<file path="src/rtl/peg_plotter.sv">
// peg_plotter: rasterizes one SIZE x SIZE square per rising edge of draw, one pixel per clock
// Ports:
//   clk, resetn              clock and asynchronous active-low reset
//   draw                     request level; only its rising edge starts a square
//   x_in, y_in, color_in     top-left corner and colour, latched at start
//   vga_x, vga_y, vga_colour current pixel for the VGA adapter
//   vga_plot                 write-enable for the current pixel
//   busy                     high from the first pixel through the done cycle
//   done                     one-cycle pulse after the last pixel
// Optional feature: define PEG_PLOTTER_ROUND_EN to suppress the four corner pixels.
module peg_plotter #(
    parameter int SIZE = 4
) (
    input  logic       clk,
    input  logic       resetn,
    input  logic       draw,
    input  logic [7:0] x_in,
    input  logic [6:0] y_in,
    input  logic [2:0] color_in,
    output logic [7:0] vga_x,
    output logic [6:0] vga_y,
    output logic [2:0] vga_colour,
    output logic       vga_plot,
    output logic       busy,
    output logic       done
);
    localparam logic [2:0] L = 3'(SIZE - 1);

    typedef enum logic [1:0] {IDLE, PLOT, DONE} state_t;

    state_t     state, state_n;
    logic       draw_q;
    logic [7:0] x0;
    logic [6:0] y0;
    logic [2:0] col, cx, cy;
    logic       start, last_x, last;

    assign start  = draw & ~draw_q;
    assign last_x = cx == L;
    assign last   = last_x && cy == L;

    always_ff @(posedge clk or negedge resetn)
        if (!resetn) state <= IDLE;
        else         state <= state_n;

    always_comb begin
        state_n = state;
        case (state)
            IDLE:    state_n = start ? PLOT : IDLE;
            PLOT:    state_n = last ? DONE : PLOT;
            default: state_n = IDLE;
        endcase
    end

    // draw_q resets high so a draw already asserted at reset release is not an edge
    always_ff @(posedge clk or negedge resetn) begin
        if (!resetn) begin
            draw_q <= 1'b1;
            x0     <= '0;
            y0     <= '0;
            col    <= '0;
            cx     <= '0;
            cy     <= '0;
        end else begin
            draw_q <= draw;
            if (state == IDLE && start) begin
                x0  <= x_in;
                y0  <= y_in;
                col <= color_in;
                cx  <= '0;
                cy  <= '0;
            end else if (state == PLOT) begin
                cx <= last_x ? 3'd0 : cx + 3'd1;
                cy <= last ? 3'd0 : last_x ? cy + 3'd1 : cy;
            end
        end
    end

    assign vga_x      = x0 + {5'd0, cx};
    assign vga_y      = y0 + {4'd0, cy};
    assign vga_colour = col;
    assign busy       = state != IDLE;
    assign done       = state == DONE;

`ifdef PEG_PLOTTER_ROUND_EN
    logic corner;
    assign corner   = (cx == 3'd0 || cx == L) && (cy == 3'd0 || cy == L);
    assign vga_plot = state == PLOT && !corner;
`else
    assign vga_plot = state == PLOT;
`endif
endmodule

</file>
<file path="config.mk">
export PLATFORM = sky130hd
export DESIGN_NAME = peg_plotter
export DESIGN_NICKNAME = d
export VERILOG_FILES = /design/src/rtl/peg_plotter.sv
export SDC_FILE = /design/constraint.sdc
export NUM_CORES = 1
export LEC_CHECK = 0
export ABC_AREA = 1
export CAP_MARGIN = 25
export CORE_MARGIN = 2
export CORE_UTILIZATION = 45
export CTS_CLUSTER_SIZE = 16
export DETAILED_ROUTE_END_ITERATION = 12
export GPL_TIMING_DRIVEN = 0
export PLACE_DENSITY_LB_ADDON = 0.05
export RECOVER_POWER = 50
export SLEW_MARGIN = 15
export SYNTH_ARGS = -nofsm -noshare
export SYNTH_HDL_FRONTEND = slang
export SYNTH_SLANG_ARGS = --single-unit
export TNS_END_PERCENT = 10
</file>
<file path="constraint.sdc">
create_clock -name clk -period 2.24 [get_ports clk]
set_input_delay 0.56 -clock clk [delete_from_list [all_inputs] [get_ports clk]]
set_output_delay 0.56 -clock clk [all_outputs]
set_load 0.02 [all_outputs]
</file>
==> results of run 1 <==
## synthesized netlist by cell type, drive strengths merged
| master | number |
|---|---|
| a211oi | 1 |
| a21oi | 2 |
| buf | 3 |
| dfrtp | 26 |
| dfstp | 1 |
| fa | 2 |
| ha | 8 |
| inv | 28 |
| nand2 | 80 |
| nand3 | 7 |
| nand3b | 2 |
| nand4 | 4 |
| nor2 | 11 |
| nor3 | 1 |
| o21ai | 11 |
| o21bai | 1 |
| or2 | 1 |
| xnor2 | 3 |
| xor2 | 2 |
## stage by stage
stage | cell area, um2 | hold WS [ns] | instances | utilization [%] | worst slack, ns
6_report | 2100 | 0.510 | 290 | 63.5 | -0.186
5_1_grt | 2100 | 0.549 | 290 | 63.5 | -0.318
3_5_place_dp | 2010 | 0.475 | 281 | 60.7 | -0.407
3_3_place_gp | 2010 | 0.468 | 281 | 60.8 | -0.377
2_1_floorplan | 1550 | 0.264 | 194 | - | 0.110
4_1_cts | 2040 | 0.245 | 288 | 61.8 | -0.208
## repair_timing
| item | CTS | global route |
|---|---|---|
| endpoints found under the setup margin | 14 | 13 |
| buffers inserted | 3 | 2 |
| pin swaps | 3 | 5 |
| gates resized for setup | 58 | 20 |
## where the power goes
group | leakage [uW] | switching, uW | internal (uW)
Clock | 0.0000150 | 144 | 69.8
Sequential | 0.000333 | 176 | 696
Combinational | 0.000735 | 1000 | 802
## routing by layer
metal,share of wire [%],track usage (%)
met1,43,22.8
met2,52,34.7
met3,3.4,2.52
met4,1.6,6.11
met5,0,0
## how the worst max path moves through the flow
stage / cells past startpoint / slack [ns] / end
2_1_floorplan: 8 / 0.11 / vga_x[4]
3_3_place_gp: 9 / -0.38 / vga_x[4]
3_5_place_dp: 9 / -0.41 / vga_x[4]
4_1_cts: 9 / -0.21 / vga_x[4]
5_1_grt: 9 / -0.32 / vga_x[4]
6_report: 9 / -0.19 / vga_x[4]
## worst max-delay path: stages, from the launching register on
cell and delay, ns:
dfrtp_1 0.39, ha_2 0.19, inv_2 0.04, fa_2 0.36, inv_1 0.06, nand2_1 0.05
nand2_2 0.08, nand2_2 0.07, xnor2_2 0.13, buf_4 0.16
## kinds of logic after synthesis
kind of cell | synth area share [%]
flops | 43.8
fa+ha+maj | 9.06
xor+xnor | 2.83
compound gates | 5.74
buf+inv | 8.74
simple gates | 29.9
## sequential cells by signal, summed over array words and instances, names as in the netlist
name / cells
cy: 3
draw_q: 1
state: 2
y0: 7
vga_colour: 3
x0: 8
cx: 3
## placed cells by master (no fill, tap or decap), types with 3 or more instances in the layout
cell type	count
o21ai_1	10
nand2_1	74
nor2_1	9
nand4_1	4
buf_6	3
inv_1	22
clkbuf_4	4
nand3_1	6
buf_2	4
dfrtp_1	25
ha_1	4
clkdlybuf4s50_1	24
inv_2	6
nand2_2	5
buf_4	11
## layout make-up
cell class | instances | area [um2] | area share (%)
Multi-Input combinational cell | 136 | 795 | 37.8
Inverter | 28 | 105 | 5.00
Sequential cell | 27 | 678 | 32.3
Buffer | 3 | 30.0 | 1.43
Clock buffer | 4 | 26.3 | 1.25
Timing Repair Buffer | 46 | 409 | 19.5
Tap cell | 46 | 57.6 | 2.74
==> results.sh, run 1 <==
export IMPL_ant_nets=0
export IMPL_final_setup_viol_count=6
export IMPL_cts_htree_levels=1
export IMPL_arrival_ns=1.87
export IMPL_syn_area_per_cell_um2=7.97
export IMPL_synth_cell_types=27
export IMPL_worstSetupStartpointType="register"
export IMPL_die_area_um2=3920
export IMPL_port_buffers=41
export IMPL_finalHoldViolCount=0
export IMPL_final_period_utilization_pct=108
export IMPL_drt_iter0_drc=49
export IMPL_outcome="finished, violations left"
export IMPL_min_from="vga_colour[0]"
export IMPL_setup_tns_ns=-0.852
export IMPL_cp_required_ns=1.68
export IMPL_antenna_found_initial=0
export IMPL_cap_violations=0
export IMPL_synth_cells=194
export IMPL_min_path_type="register to register"
export IMPL_cts_sinks=27
export IMPL_overflow=0
export IMPL_grt_pass1_vias=1392
export IMPL_die_y_um=62.6
export IMPL_min_to="vga_colour[0]"
export IMPL_hpwl_um=2620
export IMPL_drt_first_pass_iters=4
export IMPL_timing_rr_start="cy[0]"
export IMPL_grt_util_all_layers_pct=18.9
export IMPL_synth_seq_area_share_pct=43.8
export IMPL_grt_max_degree=28
export IMPL_final_net_count=276
export IMPL_grt_pass1_wl_um=5950
export IMPL_synth_seq_cells=27
export IMPL_fillCellCount=320
export IMPL_slew_limit_headroom_pct=1.55
export IMPL_cts_clk_slew_worst_paths_ns=0.14
export IMPL_area_delta_synth_final_pct=35.8
export IMPL_via_per_inst=4.82
export IMPL_fmax_ghz=0.412
export IMPL_reg2reg_setup_slack_ns=0.85
export IMPL_insertion_delay_ns=0.32
export IMPL_cts_root_buf="clkbuf_4"
export IMPL_synth_top_cell_by_area="dfrtp_1"
export IMPL_routed_wl_um=3490
export IMPL_ctsHoldBuffers=0
export IMPL_start_util_pct=46.7
export IMPL_core_region_area_um2=3310
export IMPL_r2r_cells=8
export IMPL_slew_violations=0
export IMPL_place_congestion=0.783
export IMPL_clk_path_buf_depth=2
export IMPL_synth_warnings=0
export IMPL_wl_per_cell_um=12.0
export IMPL_peakVddDrop_v=0.000596
export IMPL_setup_ws_ns=-0.186
export IMPL_drc=0
export IMPL_r2r_end="cy[2]"
export IMPL_setup_worst_path_start="x0[0]"
export IMPL_drive_gt1_share_pct=20.5
export IMPL_whs_path_depth=2
export IMPL_diodes=0
export IMPL_power_leakage_uw=0.00108
export IMPL_synth_net_count=225
export IMPL_rows=21
export IMPL_skew_ns=0.00176
export IMPL_p_total_uw=2890
export IMPL_synth_top_area_share_pct=42.1
export IMPL_failed_checks="setup timing"
export IMPL_vias=1397
export IMPL_numCtsBuffers=3
export IMPL_synth_area_um2=1550
export IMPL_ioPinCount=42
export IMPL_cts_tree="built"
export IMPL_die_w_um=62.6
export IMPL_power_density_nw_per_um2=1380
export IMPL_crit_type="register to output pin"
export IMPL_critPathMaxFanout=3
export IMPL_rsz0062_at_grt="yes"
export IMPL_fin_crit_ns=2.43
export IMPL_netlist_top_cells_area="dfrtp_1 42%, nand2_1 18%, ha_1 6.5%"
export IMPL_worst_pin_slew_ns=1.48
export IMPL_end_kind="output pin"
Power figures use the tool's default switching activity.
==> run 2: changes to the inputs <==
- ABC_CLOCK_PERIOD_IN_PS: unset -> 2240
==> results of run 2 <==
Same layout as run 1: the final DEF is identical, and so are final timing and power.
==> run 3: changes to the inputs <==
- MAX_ROUTING_LAYER: unset -> met4
==> run 3 against run 2 <==
  * The flow still finishes with violations (setup timing)
  * Cell count unchanged
  * Non-clock buffer count stayed put
  * Clock power is essentially flat
  * Critical path type unchanged
  * Critical endpoint unchanged
  * Largest cell class unchanged
==> results.sh, run 3 (synthesized netlist as in run 1, its figures left out) <==
export IMPL_ctsHoldBuffers=0
export IMPL_crit_chain="ha_2 -> inv_2 -> fa_2 -> inv_1 -> nand2_1 -> nand2_2 -> nand2_2 -> xnor2_2 -> buf_4"
export IMPL_die_y_um=62.6
export IMPL_dpl_cell_count=281
export IMPL_crit_family="adder cells"
export IMPL_cpMostUsedCell="nand2_2"
export IMPL_ioPinCount=42
export IMPL_setup_worst_path_start="x0[0]"
export IMPL_p_comb_share_pct=62.4
export IMPL_final_setup_viol_count=6
export IMPL_port_buffers=41
export IMPL_largest_register_ffs=8
export IMPL_p_int_uw=1570
export IMPL_numCtsBuffers=3
export IMPL_failed_checks="setup timing"
export IMPL_insertion_delay_ns=0.32
export IMPL_final_net_count=276
export IMPL_holdWs_ns=0.510
export IMPL_crit_type="register to output pin"
export IMPL_grt_pass1_wl_um=5950
export IMPL_cp_required_ns=1.68
export IMPL_largest_register="x0"
export IMPL_cts_htree_levels=1
export IMPL_place_congestion=0.794
export IMPL_fin_area_um2=2100
export IMPL_start_util_pct=46.7
export IMPL_drt_first_pass_iters=4
export IMPL_power_density_nw_per_um2=1380
export IMPL_diodes=0
export IMPL_hpwl_um=2620
export IMPL_area_delta_synth_final_pct=35.8
export IMPL_cp_slowest_stage_delay_ns=0.39
export IMPL_final_cell_mix="74 x nand2_1, 25 x dfrtp_1, 24 x clkdlybuf4s50_1, 22 x inv_1, 11 x buf_4"
export IMPL_final_cells=290
export IMPL_switchingPower_uw=1320
export IMPL_overflow=0
export IMPL_r2r_cells=8
export IMPL_clkPwrFrac_pct=7.4
export IMPL_cap_violations=0
export IMPL_worstSetupStartpointType="register"
export IMPL_outcome="finished, violations left"
export IMPL_peakVddDrop_v=0.000596
export IMPL_cts_root_buf="clkbuf_4"
export IMPL_placed_area_um2=2010
export IMPL_rows=21
export IMPL_cp_num_buf_inv=3
export IMPL_fin_crit_ns=2.43
export IMPL_clk_path_buf_depth=2
export IMPL_vias=1395
export IMPL_die_w_um=62.6
export IMPL_die_area_um2=3920
export IMPL_slew_violations=0
export IMPL_final_seq_area_um2=678
export IMPL_power_leakage_uw=0.00108
export IMPL_routed_wl_um=3490
export IMPL_biggestRegsByFlops="x0: 8 flops, y0: 7 flops"
export IMPL_rsz0062_at_grt="yes"
export IMPL_fmax_ghz=0.412
export IMPL_arrival_ns=1.87
export IMPL_timing_critical_path_to="vga_x[4]"
export IMPL_antenna_found_initial=0
export IMPL_final_period_utilization_pct=108
export IMPL_grt_max_degree=28
export IMPL_ant_nets=0
export IMPL_timing_rr_start="cy[0]"
export IMPL_multiInputGateArea_um2=795
export IMPL_post_place_ws_ns=-0.407
export IMPL_final_common_cell="nand2_1"
export IMPL_cts_clk_slew_worst_paths_ns=0.14
export IMPL_fillCellCount=320
export IMPL_drc=0
export IMPL_grt_util_all_layers_pct=19.4
export IMPL_cts_sinks=27
export IMPL_grt_pass1_vias=1392
export IMPL_p_seq_share_pct=30.2
export IMPL_setup_tns_ns=-0.856
export IMPL_finalHoldViolCount=0
export IMPL_end_kind="output pin"
export IMPL_slew_limit_headroom_pct=1.64
export IMPL_via_per_inst=4.81
export IMPL_cp_num_cells=9
export IMPL_critPathMaxFanout=3
export IMPL_cts_tree="built"
export IMPL_core_region_area_um2=3310
export IMPL_r2r_end="cy[2]"
export IMPL_worst_pin_slew_ns=1.48
export IMPL_setup_ws_ns=-0.187
export IMPL_crit_slowest_cell="dfrtp_1"
export IMPL_wl_per_cell_um=12.0
export IMPL_min_path_type="register to register"
export IMPL_drt_iter0_drc=50
export IMPL_drive_gt1_share_pct=20.5
export IMPL_p_sw_share_pct=45.7
export IMPL_reg2reg_setup_slack_ns=0.85
export IMPL_skew_ns=0.00113
## run 3: power groups by stage
stage / logic (uW) / registers [uW] / clock network, uW
after floorplan: 1040 / 870 / 0
after global placement: 1720 / 865 / 0
after detailed placement: 1760 / 874 / 0
after CTS: 1690 / 865 / 217
after global routing: 1990 / 904 / 245
final: 1800 / 872 / 213
## run 3: final cells by class
| cell class | instances | share of cell area, % |
|---|---|---|
| Multi-Input combinational cell | 136 | 37.8 |
| Buffer | 3 | 1.43 |
| Sequential cell | 27 | 32.3 |
| Timing Repair Buffer | 46 | 19.5 |
| Clock buffer | 4 | 1.25 |
| Inverter | 28 | 5.00 |
| Tap cell | 46 | 2.74 |
## run 3: worst min-delay path by stage
stage | end | cells after the start | from | slack, ns
4_1_cts | x0[1] | 1 | resetn | 0.25
3_5_place_dp | vga_colour[2] | 2 | vga_colour[2] | 0.48
3_3_place_gp | vga_colour[1] | 2 | vga_colour[1] | 0.47
2_1_floorplan | cx[0] | 0 | resetn | 0.26
5_1_grt | vga_colour[1] | 2 | vga_colour[1] | 0.55
6_report | vga_colour[0] | 2 | vga_colour[0] | 0.51
## run 3: metal layers
layer | vias to the layer above | global-route usage, % | wire (um)
met2 | 32 | 34.7 | 1830
met1 | 662 | 22.8 | 1480
met3 | 6 | 2.52 | 118
li1 | 695 | - | -
met5 | - | - | 0
met4 | 0 | 6.11 | 57
## run 3: per-stage QoR
stage	power (uW)	util (%)
after floorplan	1910	-
after global placement	2580	60.8
after detailed placement	2640	60.7
after CTS	2780	61.8
after global routing	3140	63.5
final	2890	63.5
## run 3: tightest hold or removal path, stage by stage (launching register included)
cell,delay (ns)
dfrtp_1,0.38
nand2_1,0.06
nand2_1,0.06
## run 3: timing repair
item | 4_1_cts | 5_1_grt
pin swaps | 3 | 5
resized for setup | 58 | 20
setup endpoints to repair | 14 | 13
buffers inserted | 3 | 2
